`src/rtl/seg_display_ctrl_if.sv`:
```
// Valid/ready handshake carrying a binary measurement into the display controller.
interface seg_display_ctrl_if #(
  parameter int unsigned BIN_W = 14
);
  logic [BIN_W-1:0] bin_in;
  logic             bin_valid;
  logic             bin_ready;

  modport master (output bin_in, output bin_valid, input bin_ready);
  modport slave  (input bin_in, input bin_valid, output bin_ready);
endinterface

```
`src/rtl/seg_display_ctrl.sv`:
```
// Binary-to-BCD display-update controller (shift-add-3 FSM) with overflow code
// and a free-running scan-rate enable tick.
module seg_display_ctrl #(
  parameter int unsigned BIN_W    = 14,
  parameter int unsigned SCAN_DIV = 50000
) (
  input  logic                clk,
  input  logic                rst,
  seg_display_ctrl_if.slave   bin_if,
  output logic [3:0]          in1,
  output logic [3:0]          in2,
  output logic [3:0]          in3,
  output logic [3:0]          in4,
  output logic                overflow,
  output logic                done,
  output logic                scan_tick
);

  localparam logic [1:0] IDLE = 2'd0;
  localparam logic [1:0] CONV = 2'd1;
  localparam logic [1:0] DONE = 2'd2;

  localparam int unsigned      CNT_W   = $clog2(BIN_W + 1);
  localparam int unsigned      SCAN_W  = $clog2(SCAN_DIV);
  localparam logic [BIN_W-1:0] MAX_DEC = BIN_W'(9999);

  logic [1:0]       r_state;
  logic [BIN_W-1:0] r_shift;
  logic [15:0]      r_bcd;
  logic [CNT_W-1:0] r_cnt;
  logic             r_ovf;
  logic [3:0]       r_in1, r_in2, r_in3, r_in4;
  logic             r_overflow;
  logic             r_done;
  logic [SCAN_W-1:0] r_scan_cnt;

  logic [15:0]      w_bcd_adj;
  logic [3:0]       w_nib;
  logic             w_scan_tick;

  // Add-3 correction on every nibble before the shift; the nibble MSB falls
  // out of the combined shift so no explicit inter-nibble carry is needed.
  always_comb begin
    w_bcd_adj = r_bcd;
    w_nib     = '0;
    for (int unsigned i = 0; i < 4; i++) begin
      w_nib = r_bcd[i*4 +: 4];
      if (w_nib >= 4'd5)
        w_bcd_adj[i*4 +: 4] = w_nib + 4'd3;
    end
  end

  always_ff @(posedge clk or posedge rst) begin
    if (rst) begin
      r_state    <= IDLE;
      r_shift    <= '0;
      r_bcd      <= '0;
      r_cnt      <= '0;
      r_ovf      <= 1'b0;
      r_in1      <= '0;
      r_in2      <= '0;
      r_in3      <= '0;
      r_in4      <= '0;
      r_overflow <= 1'b0;
      r_done     <= 1'b0;
    end else begin
      r_done <= 1'b0;
      case (r_state)
        IDLE: begin
          if (bin_if.bin_valid) begin
            if (bin_if.bin_in > MAX_DEC) begin
              r_ovf   <= 1'b1;
              r_state <= DONE;
            end else begin
              r_ovf   <= 1'b0;
              r_shift <= bin_if.bin_in;
              r_bcd   <= '0;
              r_cnt   <= '0;
              r_state <= CONV;
            end
          end
        end
        CONV: begin
          {r_bcd, r_shift} <= {w_bcd_adj, r_shift} << 1;
          r_cnt            <= r_cnt + 1'b1;
          if (r_cnt == CNT_W'(BIN_W - 1))
            r_state <= DONE;
        end
        DONE: begin
          if (r_ovf) begin
            r_in4 <= 4'hE;
            r_in3 <= 4'hE;
            r_in2 <= 4'hE;
            r_in1 <= 4'hE;
          end else begin
            r_in4 <= r_bcd[15:12];
            r_in3 <= r_bcd[11:8];
            r_in2 <= r_bcd[7:4];
            r_in1 <= r_bcd[3:0];
          end
          r_overflow <= r_ovf;
          r_done     <= 1'b1;
          r_state    <= IDLE;
        end
        default: r_state <= IDLE;
      endcase
    end
  end

  assign w_scan_tick = (r_scan_cnt == SCAN_W'(SCAN_DIV - 1));

  always_ff @(posedge clk or posedge rst) begin
    if (rst)
      r_scan_cnt <= '0;
    else if (w_scan_tick)
      r_scan_cnt <= '0;
    else
      r_scan_cnt <= r_scan_cnt + 1'b1;
  end

  assign bin_if.bin_ready = (r_state == IDLE);
  assign in1       = r_in1;
  assign in2       = r_in2;
  assign in3       = r_in3;
  assign in4       = r_in4;
  assign overflow  = r_overflow;
  assign done      = r_done;
  assign scan_tick = w_scan_tick;

endmodule
```
`src/flat_wrapper.sv`:
```
// flat-port wrapper written by rule: the top's interface ports become plain ports
module seg_display_ctrl_flat 
#(
  parameter int unsigned BIN_W    = 14,
  parameter int unsigned SCAN_DIV = 50000
)
  (clk, rst, in1, in2, in3, in4, overflow, done, scan_tick, bin_if_bin_in, bin_if_bin_valid, bin_if_bin_ready);
  seg_display_ctrl_if #(.BIN_W(BIN_W)) bin_if_i ();
  input  logic clk;
  input  logic rst;
  output logic [3:0] in1;
  output logic [3:0] in2;
  output logic [3:0] in3;
  output logic [3:0] in4;
  output logic overflow;
  output logic done;
  output logic scan_tick;
  input wire logic [$bits(bin_if_i.bin_in)-1:0] bin_if_bin_in;
  input wire logic [$bits(bin_if_i.bin_valid)-1:0] bin_if_bin_valid;
  output wire logic [$bits(bin_if_i.bin_ready)-1:0] bin_if_bin_ready;
  assign bin_if_i.bin_in = bin_if_bin_in;
  assign bin_if_i.bin_valid = bin_if_bin_valid;
  assign bin_if_bin_ready = bin_if_i.bin_ready;
  seg_display_ctrl #(.BIN_W(BIN_W), .SCAN_DIV(SCAN_DIV)) u_core (.clk(clk), .rst(rst), .bin_if(bin_if_i), .in1(in1), .in2(in2), .in3(in3), .in4(in4), .overflow(overflow), .done(done), .scan_tick(scan_tick));
endmodule
```
`config.mk`:
```
export PLATFORM = sky130hd
export DESIGN_NAME = seg_display_ctrl_flat
export DESIGN_NICKNAME = d
export VERILOG_FILES = /design/src/rtl/seg_display_ctrl_if.sv /design/src/rtl/seg_display_ctrl.sv /design/src/flat_wrapper.sv
export SDC_FILE = /design/constraint.sdc
export NUM_CORES = 1
export LEC_CHECK = 0
export BUFFER_PORTS_ARGS = -buffer_cell sky130_fd_sc_hd__buf_4
export CORE_UTILIZATION = 40
export CTS_CLUSTER_DIAMETER = 60
export DETAILED_ROUTE_END_ITERATION = 6
export MAX_ROUTING_LAYER = met4
export SYNTH_ARGS = -nofsm -noshare
export SYNTH_HDL_FRONTEND = slang
export SYNTH_SLANG_ARGS = --single-unit
```
`constraint.sdc`:
```
create_clock -name clk -period 2.5 [get_ports clk]
set_input_delay 0.125 -clock clk [delete_from_list [all_inputs] [get_ports clk]]
set_output_delay 0.125 -clock clk [all_outputs]
set_load 0.02 [all_outputs]
```
==> flow_summary.json <==
{
  "fin_crit_sh_pct": 84.8,
  "cp-end-kind": "output port",
  "crit_fanout": 8,
  "grt_pass1_wl_mm": 11.2,
  "crit_path_end": "scan_tick",
  "grt_use_total_pct": 16.6,
  "reg2reg_slack_ns": 0.50,
  "required_ns": 2.38,
  "ys_ff_latch": 71,
  "clk_pin_slew_ns": 0.07,
  "ys_seq_area_share_pct": 50.7,
  "final_max_slew_viol_count": 0,
  "synth_top_area_cell": "dfrtp_1",
  "antenna_found_initial": 0,
  "cts_tree": "done",
  "area_delta_synth_final_pct": 16.9,
  "reg2reg_depth": 5,
  "grt_max_degree": 38,
  "io_buffers": 36,
  "via_per_inst": 5.06,
  "cts_setup_buffers": 0,
  "final_util_pct": 49.1,
  "place_area_um2": 3890,
  "yosys_warnings": 0,
  "final_cell_count_no_fill": 490,
  "start_kind": "register",
  "maxCapViolCount": 0,
  "dieArea_um2": 9140,
  "initial_utilization_pct": 42.0,
  "ys_types": 44,
  "tightest_slew_ns": 0.743,
  "worstReg2RegEnd": "u_core.r_shift[4]$_DFFE_PP0P_",
  "grt.overflow.total": 0,
  "place_congestion": 0.777,
  "wl_per_cell_um": 13.4,
  "ctsRootBufferMaster": "clkbuf_8",
  "hold_buffers": 1,
  "clkLatencyLatePin_ns": 0.34,
  "htree_levels": 3,
  "clock_path_buffers": 2,
  "dp_hpwl_mm": 4.57,
  "synth_nets": 369,
  "fin_worst_skew_ns": 0.0122,
  "status": "finished, final reports clean",
  "critPathKind": "reg -> out",
  "vias": 2479,
  "drt_iter0_drc": 75,
  "p_per_area_nw_per_um2": 1160,
  "rsz0062_at_grt": "no",
  "finalPower_mw": 4.75,
  "vdd_drop_max_mv": 0.507,
  "clock_sinks": 71,
  "max_freq_mhz": 472,
  "first_global_vias": 2402,
  "cp.arrival_ns": 1.99,
  "final_area_um2": 4100,
  "drtPass1Iterations": 4,
  "synthCells": 341,
  "setup_tns_ns": 0,
  "r2r_start": "u_core.r_state[1]$_DFFE_PP0P_",
  "cts_resized": 0,
  "min_path_type": "in -> reg",
  "die_width_um": 95.6,
  "slew_headroom_pct": 50.4,
  "netlist_area_um2": 3500,
  "period_minus_slack_ns": 2.12,
  "synth_top_area_share_pct": 50.7,
  "drive_gt1_share_pct": 21.6,
  "n_fill_cell": 798,
  "leakagePower_nw": 1.99,
  "synth_edf_count": 0,
  "syn_avg_cell_area_um2": 10.3,
  "die_h_um": 95.6,
  "async_flop_share_pct": 100,
  "setup.worst_path.start": "u_core.r_scan_cnt[10]$_DFF_PP0_",
  "yosysMostFrequentCell": "dfrtp_1",
  "drc_errors": 0,
  "coreArea_um2": 8340,
  "fin_nets": 409,
  "finalSetupViolCount": 0,
  "wl_mm": 6.54,
  "antenna_left": 0,
  "synth_commonest_cells": "71 x dfrtp_1, 58 x nand2_1, 27 x nor2_1",
  "ys.flop_type": "dfrtp_1",
  "dp_cells": 474,
  "placementRows": 33,
  "ios": 37,
  "yosys-top-cells-area": "dfrtp_1 51%, nand2_1 6.2%, mux2_4 5.6%, ha_1 3.9%, xnor2_1 3.8%",
  "n_antenna_cell": 0,
  "hold_viol": 0,
  "cts_made_buffers": 9
}
==> metal layers <==
layer / global-route usage [%] / up-vias / routed length [um]
li1: - / 1246 / -
met1: 23.0 / 1182 / 3430
met2: 23.8 / 43 / 2830
met3: 3.19 / 8 / 199
met4: 6.97 / 0 / 85
met5: - / - / 0
==> critical path, cell delays in order, from the launching register on <==
cell and delay, ns:
dfrtp_1 0.42, or3_1 0.38, nor3_2 0.24, nor3b_4 0.40
buf_4 0.21
==> power breakdown <==
group,switching (mW),total (mW),leakage (nW),internal (mW)
combinational,0.999,1.97,1.00,0.967
sequential,0.310,1.86,0.879,1.55
clock,0.415,0.920,0.105,0.505
==> cells by family after synthesis <==
| logic type | share of synthesized area (%) |
|---|---|
| xor gates and xnor gates | 4.75 |
| AOI/OAI and AO/OA | 10.6 |
| DFF | 50.7 |
| muxes | 7.71 |
| buffers and inverters | 4.68 |
| adders and majority gates | 3.93 |
| and+or+nand+nor | 17.6 |
==> registers in the layout (all words and copies together) (netlist names) <==
signal,count
u_core.r_shift,14
u_core.in4,4
u_core.r_bcd,16
u_core.r_state,2
u_core.in3,4
u_core.r_cnt,4
u_core.done,1
u_core.r_scan_cnt,16
u_core.r_ovf,1
u_core.overflow,1
u_core.in1,4
u_core.in2,4
==> area by class of cell <==
class                      instances  area, um^2  share of cell area (%)
sequential                        71        1780                    43.4
tap                              105         131                    3.21
clock inverter                     4        45.0                    1.10
multi-input combinational        234        1560                    38.2
inverter                          20        75.1                    1.83
clock buffer                      11         151                    3.70
timing repair buffer              45         353                    8.62
==> metrics by stage <==
stage	hold slack [ns]	setup WS [ns]
floorplan	0.262	0.578
global placement	0.315	0.562
detailed placement	0.322	0.508
CTS	0.0319	0.357
global route	0.0432	0.217
finish	0.0460	0.380
==> cells in the final DEF (no fill, tap or decap), types with 2 or more instances in the layout <==
| cell type | synthesis | layout |
|---|---|---|
| nand3_1 | 6 | 6 |
| nor4_1 | 8 | 8 |
| o31ai_1 | 4 | 4 |
| dfrtp_1 | 71 | 71 |
| buf_4 | 0 | 43 |
| nor3b_1 | 2 | 2 |
| xor2_1 | 4 | 4 |
| a21oi_1 | 5 | 5 |
| nand4_1 | 8 | 8 |
| nor2_1 | 27 | 27 |
| a31oi_1 | 5 | 5 |
| o22ai_1 | 5 | 5 |
| mux2i_1 | 3 | 3 |
| o2bb2ai_1 | 4 | 4 |
| nor3_1 | 3 | 3 |
| mux2_4 | 13 | 13 |
| inv_1 | 20 | 19 |
| nor2b_1 | 2 | 2 |
| o21ai_0 | 23 | 23 |
| o32ai_1 | 3 | 3 |
| mux2_2 | 4 | 4 |
| xnor2_1 | 15 | 15 |
| clkbuf_8 | 0 | 11 |
| nand2_1 | 58 | 58 |
| nand2b_1 | 6 | 6 |
| ha_1 | 11 | 11 |
| clkinv_2 | 0 | 3 |
==> how the worst min path moves through the flow <==
stage	from	end	slack (ns)	cells past startpoint
finish	bin_if_bin_in[0]	u_core.r_shift[0]$_DFFE_PP0P_	0.05	3
global route	bin_if_bin_in[0]	u_core.r_shift[0]$_DFFE_PP0P_	0.04	3
CTS	bin_if_bin_in[0]	u_core.r_shift[0]$_DFFE_PP0P_	0.03	3
detailed placement	rst	u_core.done$_DFF_PP0_	0.32	2
global placement	rst	u_core.in2[3]$_DFFE_PP0P_	0.31	2
floorplan	bin_if_bin_in[0]	u_core.r_shift[0]$_DFFE_PP0P_	0.26	2
No activity file was read; power rests on OpenSTA's default activity.
